$ cat src/rtl/demux_pkg.sv
// Shared constants for the 1:4 registered demultiplexer: channel count,
// select width, channel indices and the select-to-one-hot decode.
package demux_pkg;

  localparam int NUM_CH = 4;
  localparam int SEL_W  = 2;

  typedef logic [NUM_CH-1:0] ch_vec_t;
  typedef logic [SEL_W-1:0]  ch_sel_t;

  localparam ch_sel_t CH0 = 2'd0;
  localparam ch_sel_t CH1 = 2'd1;
  localparam ch_sel_t CH2 = 2'd2;
  localparam ch_sel_t CH3 = 2'd3;

  function automatic ch_vec_t sel_onehot(input ch_sel_t s);
    ch_vec_t v;
    v    = '0;
    v[s] = 1'b1;
    return v;
  endfunction

endpackage

$ cat src/rtl/demux14_router_if.sv
// Bundle of the producer-side stream and the four consumer-side channels
// of demux14_router. The slave view belongs to the router itself.
interface demux14_router_if import demux_pkg::*; #(
  parameter int WIDTH = 8,
  parameter int CNT_W = 8
) ();

  logic [WIDTH-1:0] in_data;
  logic             in_valid;
  logic             in_ready;
  ch_sel_t          sel;

  logic [WIDTH-1:0] o0_data, o1_data, o2_data, o3_data;
  logic             o0_valid, o1_valid, o2_valid, o3_valid;
  logic             o0_ready, o1_ready, o2_ready, o3_ready;
  logic [CNT_W-1:0] o0_cnt, o1_cnt, o2_cnt, o3_cnt;

  modport slave (
    input  in_data, in_valid, sel,
    input  o0_ready, o1_ready, o2_ready, o3_ready,
    output in_ready,
    output o0_data, o1_data, o2_data, o3_data,
    output o0_valid, o1_valid, o2_valid, o3_valid,
    output o0_cnt, o1_cnt, o2_cnt, o3_cnt
  );

  modport master (
    output in_data, in_valid, sel,
    output o0_ready, o1_ready, o2_ready, o3_ready,
    input  in_ready,
    input  o0_data, o1_data, o2_data, o3_data,
    input  o0_valid, o1_valid, o2_valid, o3_valid,
    input  o0_cnt, o1_cnt, o2_cnt, o3_cnt
  );

endinterface

$ cat src/rtl/demux_slot.sv
// One output channel: a single-entry data register with valid/ready drain
// and a wrap-around count of beats loaded into it.
module demux_slot #(
  parameter int WIDTH = 8,
  parameter int CNT_W = 8
) (
  input  logic             clk,
  input  logic             rst_n,
  input  logic             load,
  input  logic [WIDTH-1:0] load_data,
  input  logic             ready,
  output logic             valid,
  output logic [WIDTH-1:0] data,
  output logic [CNT_W-1:0] cnt
);

  // NOTE: registered state uses non-blocking assignments so every slot
  // samples the same pre-edge values regardless of evaluation order.
  always_ff @(posedge clk or negedge rst_n) begin
    if (!rst_n) begin
      // NOTE: the data register is reset as well, so a freshly reset
      // channel presents zero rather than a stale beat.
      valid <= 1'b0;
      data  <= '0;
      cnt   <= '0;
    end else if (load) begin
      // Covers both a plain load and a same-cycle drain+reload.
      valid <= 1'b1;
      data  <= load_data;
      cnt   <= cnt + CNT_W'(1);
    end else if (valid && ready) begin
      valid <= 1'b0;
    end
  end

endmodule

$ cat src/rtl/demux14_router.sv
// Registered 1:4 demultiplexer: steers each accepted input beat into the
// one-entry slot picked by sel; the four slots drain independently.
module demux14_router import demux_pkg::*; #(
  parameter int WIDTH = 8,
  parameter int CNT_W = 8
) (
  input  logic              clk,
  input  logic              rst_n,
  demux14_router_if.slave   bus
);

  ch_vec_t          ready_v;
  ch_vec_t          valid_v;
  ch_vec_t          load_v;
  logic [WIDTH-1:0] data_v [NUM_CH];
  logic [CNT_W-1:0] cnt_v  [NUM_CH];
  logic             accept;

  assign ready_v = {bus.o3_ready, bus.o2_ready, bus.o1_ready, bus.o0_ready};

  // Only the selected channel can stall the producer; a full slot still
  // accepts if it drains on the same edge. Held low throughout reset.
  assign bus.in_ready = rst_n & (~valid_v[bus.sel] | ready_v[bus.sel]);
  assign accept       = bus.in_valid & bus.in_ready;
  assign load_v       = accept ? sel_onehot(bus.sel) : '0;

  for (genvar k = 0; k < NUM_CH; k++) begin : g_slot
    demux_slot #(
      .WIDTH (WIDTH),
      .CNT_W (CNT_W)
    ) u_slot (
      .clk       (clk),
      .rst_n     (rst_n),
      .load      (load_v[k]),
      .load_data (bus.in_data),
      .ready     (ready_v[k]),
      .valid     (valid_v[k]),
      .data      (data_v[k]),
      .cnt       (cnt_v[k])
    );
  end

  assign bus.o0_valid = valid_v[CH0];
  assign bus.o1_valid = valid_v[CH1];
  assign bus.o2_valid = valid_v[CH2];
  assign bus.o3_valid = valid_v[CH3];

  assign bus.o0_data  = data_v[CH0];
  assign bus.o1_data  = data_v[CH1];
  assign bus.o2_data  = data_v[CH2];
  assign bus.o3_data  = data_v[CH3];

  assign bus.o0_cnt   = cnt_v[CH0];
  assign bus.o1_cnt   = cnt_v[CH1];
  assign bus.o2_cnt   = cnt_v[CH2];
  assign bus.o3_cnt   = cnt_v[CH3];

endmodule

$ cat src/flat_wrapper.sv
// flat-port wrapper written by rule: the top's interface ports become plain ports
module demux14_router_flat import demux_pkg::*;
#(
  parameter int WIDTH = 8,
  parameter int CNT_W = 8
)
  (clk, rst_n, bus_in_data, bus_in_valid, bus_sel, bus_o0_ready, bus_o1_ready, bus_o2_ready, bus_o3_ready, bus_in_ready, bus_o0_data, bus_o1_data, bus_o2_data, bus_o3_data, bus_o0_valid, bus_o1_valid, bus_o2_valid, bus_o3_valid, bus_o0_cnt, bus_o1_cnt, bus_o2_cnt, bus_o3_cnt);
  demux14_router_if #(.WIDTH(WIDTH), .CNT_W(CNT_W)) bus_i ();
  input  logic clk;
  input  logic rst_n;
  input wire logic [$bits(bus_i.in_data)-1:0] bus_in_data;
  input wire logic [$bits(bus_i.in_valid)-1:0] bus_in_valid;
  input wire logic [$bits(bus_i.sel)-1:0] bus_sel;
  input wire logic [$bits(bus_i.o0_ready)-1:0] bus_o0_ready;
  input wire logic [$bits(bus_i.o1_ready)-1:0] bus_o1_ready;
  input wire logic [$bits(bus_i.o2_ready)-1:0] bus_o2_ready;
  input wire logic [$bits(bus_i.o3_ready)-1:0] bus_o3_ready;
  output wire logic [$bits(bus_i.in_ready)-1:0] bus_in_ready;
  output wire logic [$bits(bus_i.o0_data)-1:0] bus_o0_data;
  output wire logic [$bits(bus_i.o1_data)-1:0] bus_o1_data;
  output wire logic [$bits(bus_i.o2_data)-1:0] bus_o2_data;
  output wire logic [$bits(bus_i.o3_data)-1:0] bus_o3_data;
  output wire logic [$bits(bus_i.o0_valid)-1:0] bus_o0_valid;
  output wire logic [$bits(bus_i.o1_valid)-1:0] bus_o1_valid;
  output wire logic [$bits(bus_i.o2_valid)-1:0] bus_o2_valid;
  output wire logic [$bits(bus_i.o3_valid)-1:0] bus_o3_valid;
  output wire logic [$bits(bus_i.o0_cnt)-1:0] bus_o0_cnt;
  output wire logic [$bits(bus_i.o1_cnt)-1:0] bus_o1_cnt;
  output wire logic [$bits(bus_i.o2_cnt)-1:0] bus_o2_cnt;
  output wire logic [$bits(bus_i.o3_cnt)-1:0] bus_o3_cnt;
  assign bus_i.in_data = bus_in_data;
  assign bus_i.in_valid = bus_in_valid;
  assign bus_i.sel = bus_sel;
  assign bus_i.o0_ready = bus_o0_ready;
  assign bus_i.o1_ready = bus_o1_ready;
  assign bus_i.o2_ready = bus_o2_ready;
  assign bus_i.o3_ready = bus_o3_ready;
  assign bus_in_ready = bus_i.in_ready;
  assign bus_o0_data = bus_i.o0_data;
  assign bus_o1_data = bus_i.o1_data;
  assign bus_o2_data = bus_i.o2_data;
  assign bus_o3_data = bus_i.o3_data;
  assign bus_o0_valid = bus_i.o0_valid;
  assign bus_o1_valid = bus_i.o1_valid;
  assign bus_o2_valid = bus_i.o2_valid;
  assign bus_o3_valid = bus_i.o3_valid;
  assign bus_o0_cnt = bus_i.o0_cnt;
  assign bus_o1_cnt = bus_i.o1_cnt;
  assign bus_o2_cnt = bus_i.o2_cnt;
  assign bus_o3_cnt = bus_i.o3_cnt;
  demux14_router #(.WIDTH(WIDTH), .CNT_W(CNT_W)) u_core (.clk(clk), .rst_n(rst_n), .bus(bus_i));
endmodule
$ cat config.mk
export PLATFORM = sky130hd
export DESIGN_NAME = demux14_router_flat
export DESIGN_NICKNAME = d
export VERILOG_FILES = /design/src/rtl/demux_pkg.sv /design/src/rtl/demux14_router_if.sv /design/src/rtl/demux_slot.sv /design/src/rtl/demux14_router.sv /design/src/flat_wrapper.sv
export SDC_FILE = /design/constraint.sdc
export NUM_CORES = 1
export LEC_CHECK = 0
export CORE_MARGIN = 3
export CORE_UTILIZATION = 25
export CTS_CLUSTER_DIAMETER = 100
export DETAILED_ROUTE_END_ITERATION = 10
export SETUP_SLACK_MARGIN = 0.2
export SLEW_MARGIN = 5
export SYNTH_ARGS = -nofsm -noshare
export SYNTH_HDL_FRONTEND = slang
export SYNTH_SLANG_ARGS = --single-unit
$ cat constraint.sdc
create_clock -name clk -period 3 [get_ports clk]
set_input_delay 0.6 -clock clk [delete_from_list [all_inputs] [get_ports clk]]
set_output_delay 0.6 -clock clk [all_outputs]
set_load 0.02 [all_outputs]
==> results.toml, run 1 <==
[run_status]
outcome = "finished clean"

[place]
hpwl_um = 5080
gp_congestion = 0.716
numPortBuffers = 85

[worst_setup_path]
arrival_ps = 1960
critPathCaptureType = "primary output"
required_ps = 2400
critical_path.max_fanout = 6
reg2reg_from = "u_core.g_slot[1].u_slot.valid"
reg2reg_to = "u_core.g_slot[1].u_slot.data[2]"
r2r_cells = 4
startpoint = "bus_sel[0]"
crit_path_end = "bus_in_ready"
critPathKind = "in -> out"
r2r_slack_ps = 1350
critPathLaunchType = "input pin"

[route]
first_pass_iters = 4
route.detailed.drc = 0
num_vias = 2129
wirelength_um = 7320
drtIter0Drc = 104
wl_per_cell_um = 15.1
route.antenna.remaining_nets = 0
viasPerCell = 4.40

[sta]
period_minus_slack_ps = 2560
worstMarginPinSlew_ps = 880
tns_ps = 0
fin_crit_sh = 0.854
holdWs_ps = 466
timing.fmax_mhz = 390
relSlewSlack = 0.413
hold_viol = 0
setup_viol = 0
rsz0062_at_grt = "no"
slew_viol_final = 0
skew_ps = 7.09

[clocking]
post_cts_resize_count = 2
clk_pin_slew_ps = 50
cts_root_buf = "clkbuf_16"
cts_buffers = 9
clockBufferDepth = 2
htreeDepth = 3
hold_buffers = 0
cts_sinks = 68
cts_setup_buffers = 0
insertion_delay_ps = 330
tritoncts = "yes"

[synth]
synth_warnings = 0
syn_area_per_cell_sq_um = 11.9
synth_cells = 241
synth_edf_count = 0
synth_async_sr_flop_share = 1.00
syn-cell-area_sq_um = 2860
ys_seq_elements = 68
synth_nets = 262
yosysUniqueCellTypes = 35
seq_area_frac_synth = 0.595
synthFlopType = "dfrtp_1"

[flow_run]
maxCapViolCount = 0

[die]
ios = 86
rows = 38
die_w_um = 113
die_h_um = 113
start_util = 0.259
dieArea_sq_um = 12800
coreArea_sq_um = 11000

[global_route]
grt_max_degree = 69
grt_remaining_overflow = 0
grtUsageMet1 = 0.160
first_global_vias = 2262
antenna_found_initial = 0
use_met3 = 0.0471
grt_use_total = 0.121
grt_pass1_wl_um = 12200
globalRouteMet2Util = 0.190
busiest_layer = "met2"

[final_layout]
post-route-util = 0.383
layout-drive-gt1-share = 0.163
n_antenna_cell = 0
final_nets = 360
mostFrequentLayoutCell = "clkdlybuf4s50_1"
synthToLayoutAreaGrowth_pct = 47.8
final_cell_mix = "83 x clkdlybuf4s50_1, 68 x dfrtp_1, 65 x nand2_1"

[power]
leakagePower_uw = 0.00189
finalPower_uw = 3370
powerDensity_nw_per_um2 = 797
max-vdd-ir-drop_mv = 0.407

[min_path]
hold_path.class = "reg -> reg"
==> per-layer routing <==
layer	vias up	routed length, um
met5	-	0
met4	0	81
met3	7	452
met2	71	3330
met1	1038	3450
li1	1013	-
==> worst min path at each step <==
stage	endpoint	slack [ps]	cells after the start	startpoint
floorplan	u_core.g_slot[0].u_slot.cnt[0]	300	0	rst_n
global placement	u_core.g_slot[0].u_slot.data[6]	460	2	u_core.g_slot[0].u_slot.data[6]
detailed placement	u_core.g_slot[3].u_slot.cnt[7]	460	1	u_core.g_slot[3].u_slot.cnt[7]
CTS	u_core.g_slot[3].u_slot.cnt[7]	470	1	u_core.g_slot[3].u_slot.cnt[7]
global route	u_core.g_slot[3].u_slot.cnt[7]	490	1	u_core.g_slot[3].u_slot.cnt[7]
finish	u_core.g_slot[1].u_slot.cnt[7]	470	1	u_core.g_slot[1].u_slot.cnt[7]
==> cell families after synthesis <==
group                    synth area share
multiplexers                       0.0743
AND/OR/NAND/NOR                     0.198
buffers and inverters              0.0205
flip-flops                          0.595
AO/OA/AOI/OAI                     0.00656
XOR/XNOR                           0.0883
adder cells (fa/ha/maj)            0.0175
==> layout make-up <==
type                       count  area (sq um)
timing repair buffer          95           922
clock buffer                  10           239
tap                          140           175
clock inverter                 6          87.6
fill                        1116          6800
sequential                    68          1700
multi-input combinational    165          1100
==> synthesized netlist by cell type, drive strengths merged, types with 2 or more instances <==
master / n / area share
and2: 2 / 0.0048
and3: 3 / 0.0070
and4: 3 / 0.0092
buf: 5 / 0.013
clkbuf: 3 / 0.0074
dfrtp: 68 / 0.59
ha: 4 / 0.017
mux2: 18 / 0.071
nand2: 66 / 0.087
nand2b: 3 / 0.0066
nand3: 12 / 0.021
nand4: 9 / 0.027
nor2b: 2 / 0.0044
nor3: 5 / 0.010
xnor2: 22 / 0.070
xor2: 6 / 0.018
==> report_power, final <==
part           internal [uW]  switching (uW)  leakage (uW)
Sequential              1100             190      0.000874
Clock                    750             397      0.000162
Combinational            472             461      0.000853
==> worst max-delay path, cell delays in order <==
cell and delay (ps):
clkdlybuf4s50_1 580, buf_4 170, mux2i_1 180, a21oi_1 90, dlygate4sd2_1 330
==> flip-flops by register name, summed over array words and instances, names as in the netlist <==
signal	count
u_core.g_slot.u_slot.valid	4
u_core.g_slot.u_slot.data	32
u_core.g_slot.u_slot.cnt	32
==> stage by stage <==
step,cell area [sq um],std cells,setup WS (ps)
after floorplan,2860,241,1120
after global placement,3900,468,119
after detailed placement,3900,468,119
after CTS,4230,484,419
after global routing,4230,484,344
final,4230,484,439
Note: power is estimated with default switching activity, not from simulation.
==> run 2, diff against run 1 <==
Settings changed: CORE_ASPECT_RATIO set to 1.25.
==> run 2 against run 1 <==
Against the previous run: critical path depth unchanged; total power down 1.2%; non-clock buffer count unchanged; final cell count down 1.0%; maximum frequency down 0.16%; die area about the same; highest routed layer is now met5; flip-flop and latch count unchanged; first-iteration DRC count down 25%; core utilization down 0.50 points; wire length down 4.9%; sequential share of layout area up 0.14 points; critical endpoint unchanged.
==> results.toml, run 2 (synthesis gave the netlist of run 1 again) <==
[run_status]
outcome = "finished clean"

[sta]
setup_viol = 0
fin_crit_sh = 0.855
relSlewSlack = 0.677
worstMarginPinSlew_ps = 484
rsz0062_at_grt = "no"
timing.fmax_mhz = 390
slew_viol_final = 0
tns_ps = 0
skew_ps = 5.37
period_minus_slack_ps = 2570
hold_viol = 0

[die]
die_w_um = 102
rows = 43
dieArea_sq_um = 12800
ios = 86
coreArea_sq_um = 11100
die_h_um = 126
start_util = 0.257

[min_path]
hold_path.class = "in -> async"

[clocking]
clk_pin_slew_ps = 50
tritoncts = "yes"
htreeDepth = 3
cts_buffers = 9
cts_setup_buffers = 0
cts_root_buf = "clkbuf_16"
clockBufferDepth = 2
hold_buffers = 0
insertion_delay_ps = 330
cts_sinks = 68

[route]
wl_per_cell_um = 14.5
viasPerCell = 4.39
route.detailed.drc = 0
first_pass_iters = 4
drtIter0Drc = 78
num_vias = 2103
route.antenna.remaining_nets = 0
wirelength_um = 6960

[worst_setup_path]
crit_chain = "clkdlybuf4s50_1 -> nand3b_1 -> o311ai_0 -> a21oi_1 -> dlygate4sd2_1"
critPathKind = "in -> out"
critical_path.max_fanout = 7
required_ps = 2400
arrival_ps = 1970
critPathLaunchType = "input pin"
worst-path-buf-inv = 2
cp.depth = 5
critPathSlowestCell = "clkdlybuf4s50_1"
crit_family = "buffers and inverters"
r2r_cells = 4
cp_slowest_stage_delay_ps = 590
critPathCaptureType = "primary output"

[global_route]
grt_remaining_overflow = 0
first_global_vias = 2155
antenna_found_initial = 1
grt_pass1_wl_um = 11200
grt_max_degree = 38
grt_use_total = 0.115

[final_layout]
layout-drive-gt1-share = 0.160
n_antenna_cell = 0
seq_area_sq_um = 1700
post-route-util = 0.378
final_nets = 360
final_cell_mix = "83 x clkdlybuf4s50_1, 68 x dfrtp_1, 65 x nand2_1"
n_fill_cell = 1108
multi_input_area_sq_um = 1100
mostFrequentLayoutCell = "clkdlybuf4s50_1"
fin_cells = 479
top_regs = "u_core.g_slot.u_slot.cnt x32, u_core.g_slot.u_slot.data x32, u_core.g_slot.u_slot.valid x4"
synthToLayoutAreaGrowth_pct = 47.3

[power]
powerDensity_nw_per_um2 = 791
leakagePower_uw = 0.00189
max-vdd-ir-drop_mv = 0.376

[place]
gp_congestion = 0.742
hpwl_um = 4980
numPortBuffers = 85
placed_cells = 463

[flow_run]
maxCapViolCount = 0
==> run 2: cell count changes in the layout (fill, tap and decap cells not counted) <==
| cell | before | now |
|---|---|---|
| clkinv_4 | 2 | 0 |
| clkbuf_1 | 0 | 1 |
| clkinv_2 | 2 | 3 |
==> run 2: stage by stage <==
step                      hold WS [ps]  total power [uW]  cell area [sq um]  setup slack, ps
after floorplan                    304              1730               2860             1120
after global placement             458              2240               3890              137
after detailed placement           457              2250               3890              120
after CTS                          347              3400               4210              425
after global routing               372              3510               4210              282
final                              338              3330               4210              435
==> run 2: worst register-to-register path, delay by kind of cell (launching register included) <==
family / cells / cell delay, ps
DFF: 1 / 370
muxes: 1 / 370
and+or+nand+nor: 2 / 440
buffers and inverters: 1 / 300
==> run 2: where the power goes <==
part           internal (uW)  switching [uW]
registers               1100             187
logic                    473             456
clock network            745             370
==> run 2: timing repair <==
item                       4_1_cts  5_1_grt
setup endpoints to repair        1        0
hold endpoints to repair         0        0
gates resized for setup          2        0
==> run 2: layout make-up <==
cell class,instances,share of cell area
multi-input cells,165,0.262
clock inverters,5,0.0178
clock buffers,11,0.0576
repair buffers,95,0.219
well taps,135,0.0401
flip-flops and latches,68,0.404
==> run 2: worst paths after layout <==
kind | startpoint | endpoint | slack, ps
worst max-delay path | bus_sel[1] | bus_in_ready | 430
worst min-delay path | rst_n | u_core.g_slot[0].u_slot.cnt[2] | 340
worst max register to register | u_core.g_slot[1].u_slot.valid | u_core.g_slot[1].u_slot.data[5] | 1400
worst min register to register | u_core.g_slot[0].u_slot.cnt[7] | u_core.g_slot[0].u_slot.cnt[7] | 470
max in group asynchronous | rst_n | u_core.g_slot[0].u_slot.data[3] | 2310
min in group clk | u_core.g_slot[0].u_slot.cnt[7] | u_core.g_slot[0].u_slot.cnt[7] | 470
==> run 2: routing by layer <==
metal / routed length (um) / global-route usage / share of wire
met5: 9 / 0 / 0.0013
met3: 359 / 0.0321 / 0.052
met4: 146 / 0.0587 / 0.021
met1: 3220 / 0.148 / 0.46
met2: 3230 / 0.176 / 0.46
==> run 3, diff against run 2 <==
Settings changed: CTS_CLUSTER_DIAMETER 100 to 120.
Clock period 3 ns to 3.23 ns, I/O delays scaled along.
==> run 3 against run 2 <==
Against the previous run: core utilization shrank 0.27 points; wire length up 0.47%; die area is the same; final cell count shrank 0.84%; clock skew about the same; global-route usage increased by 0.12 points; register-to-register slack better by 220 ps; non-clock buffer count fell by 3; flip-flop and latch count unchanged; largest power group unchanged; highest routed layer unchanged.
==> results.toml, run 3 (synthesis gave the netlist of run 1 again) <==
[power]
pwr-share-comb = 0.280
leakagePower_uw = 0.00187
p_seq_frac = 0.389
powerDensity_nw_per_um2 = 735
clkPwrFrac = 0.331
p_sw_uw = 944
swShare = 0.307
p_int_uw = 2130
finalPower_uw = 3070
max-vdd-ir-drop_mv = 0.316

[global_route]
grt_remaining_overflow = 0
grt_use_total = 0.117
first_global_vias = 2100
antenna_found_initial = 1
grt_max_degree = 64
grt_pass1_wl_um = 11400

[route]
wirelength_um = 6990
route.detailed.drc = 0
num_vias = 2109
viasPerCell = 4.44
route.antenna.remaining_nets = 0
drtIter0Drc = 75
wl_per_cell_um = 14.7
first_pass_iters = 4

[sta]
slew_viol_final = 0
hold_viol = 0
tns_ps = 0
setup_viol = 0
timing.fmax_mhz = 344
worstMarginPinSlew_ps = 854
relSlewSlack = 0.431
fin_crit_sh = 0.899
skew_ps = 5.35
fin_ws_ps = 325
period_minus_slack_ps = 2900
rsz0062_at_grt = "no"

[die]
coreArea_sq_um = 11100
die_h_um = 126
rows = 43
ios = 86
start_util = 0.257
dieArea_sq_um = 12800
die_w_um = 102

[clocking]
cts_sinks = 68
hold_buffers = 0
clk_pin_slew_ps = 50
insertion_delay_ps = 320
tritoncts = "yes"
clockBufferDepth = 2
cts_buffers = 9
cts_root_buf = "clkbuf_16"
htreeDepth = 3

[final_layout]
layout-drive-gt1-share = 0.150
top_regs = "u_core.g_slot.u_slot.cnt x32, u_core.g_slot.u_slot.data x32, u_core.g_slot.u_slot.valid x4"
mostFrequentLayoutCell = "clkdlybuf4s50_1"
fin_cells = 475
synthToLayoutAreaGrowth_pct = 46.2
n_antenna_cell = 0
multi_input_area_sq_um = 1100
n_fill_cell = 1101
stdcell_area_sq_um = 4180
final_nets = 357
seq_area_sq_um = 1700
final_cell_mix = "83 x clkdlybuf4s50_1, 68 x dfrtp_1, 65 x nand2_1"

[worst_setup_path]
arrival_ps = 2260
critical_path.max_fanout = 7
reg2reg_to = "u_core.g_slot[1].u_slot.cnt[1]"
reg2reg_from = "u_core.g_slot[1].u_slot.valid"
critPathCaptureType = "primary output"
critPathKind = "in -> out"
r2r_slack_ps = 1620
required_ps = 2580
critPathLaunchType = "input pin"
r2r_cells = 4

[place]
pre_cts_ws_ps = 299
dpl_cell_area_sq_um = 3870
numPortBuffers = 85
hpwl_um = 4890
gp_congestion = 0.746
placed_cells = 460

[run_status]
outcome = "finished clean"

[flow_run]
maxCapViolCount = 0

[min_path]
hold_path.class = "in -> async"
-- run 3: changes by cell type in the layout (fill, tap and decap cells not counted), sizes merged --
cell	delta
dlymetal6s2s	+1
buf	-3
clkinv	-1
clkinvlp	+1
clkbuf	-1
dlygate4sd2	-1
-- run 3: what timing repair did --
action / in CTS / in global routing
setup endpoints to repair: 0 / 1
setup buffers: 0 / 0
hold endpoints to repair: 0 / 0
resized for setup: 0 / 2
-- run 3: layer usage --
layer,vias to the layer above,global-route usage,share of wire
met5,-,0,0.0019
met2,59,0.176,0.47
met1,1029,0.154,0.45
li1,1006,-,-
met4,2,0.0563,0.019
met3,13,0.0305,0.060
-- run 3: layout make-up --
| cell class | instances | share of cell area |
|---|---|---|
| Clock inverter | 5 | 0.0185 |
| Sequential cell | 68 | 0.407 |
| Multi-Input combinational cell | 165 | 0.264 |
| Clock buffer | 10 | 0.0547 |
| Tap cell | 135 | 0.0404 |
| Timing Repair Buffer | 92 | 0.216 |
-- run 3: worst max-delay path: stages --
cell,delay [ps]
clkdlybuf4s50_1,590
nand3b_1,140
o311ai_0,120
a21oi_1,140
clkdlybuf4s50_1,620
-- run 3: how the worst max path moves through the flow --
stage / start / end / slack [ps] / depth (start not counted)
floorplan: bus_sel[0] / bus_in_ready / 1250 / 4
global placement: bus_o1_ready / bus_in_ready / 280 / 6
detailed placement: bus_o1_ready / bus_in_ready / 300 / 6
CTS: bus_o1_ready / bus_in_ready / 300 / 6
global route: bus_sel[1] / bus_in_ready / 230 / 5
finish: bus_sel[1] / bus_in_ready / 330 / 5
-- run 3: power groups by stage --
stage | logic [uW] | registers, uW | clock network [uW]
final | 860 | 1200 | 1020
after CTS | 874 | 1200 | 1060
after floorplan | 219 | 1390 | 0
after global routing | 927 | 1230 | 1090
after global placement | 865 | 1210 | 0
after detailed placement | 870 | 1220 | 0
-- run 3: metrics by stage --
step	util	hold WS, ps
6_report	0.376	146
5_1_grt	0.376	134
4_1_cts	0.375	128
3_5_place_dp	0.348	458
3_3_place_gp	0.348	457
2_1_floorplan	-	350
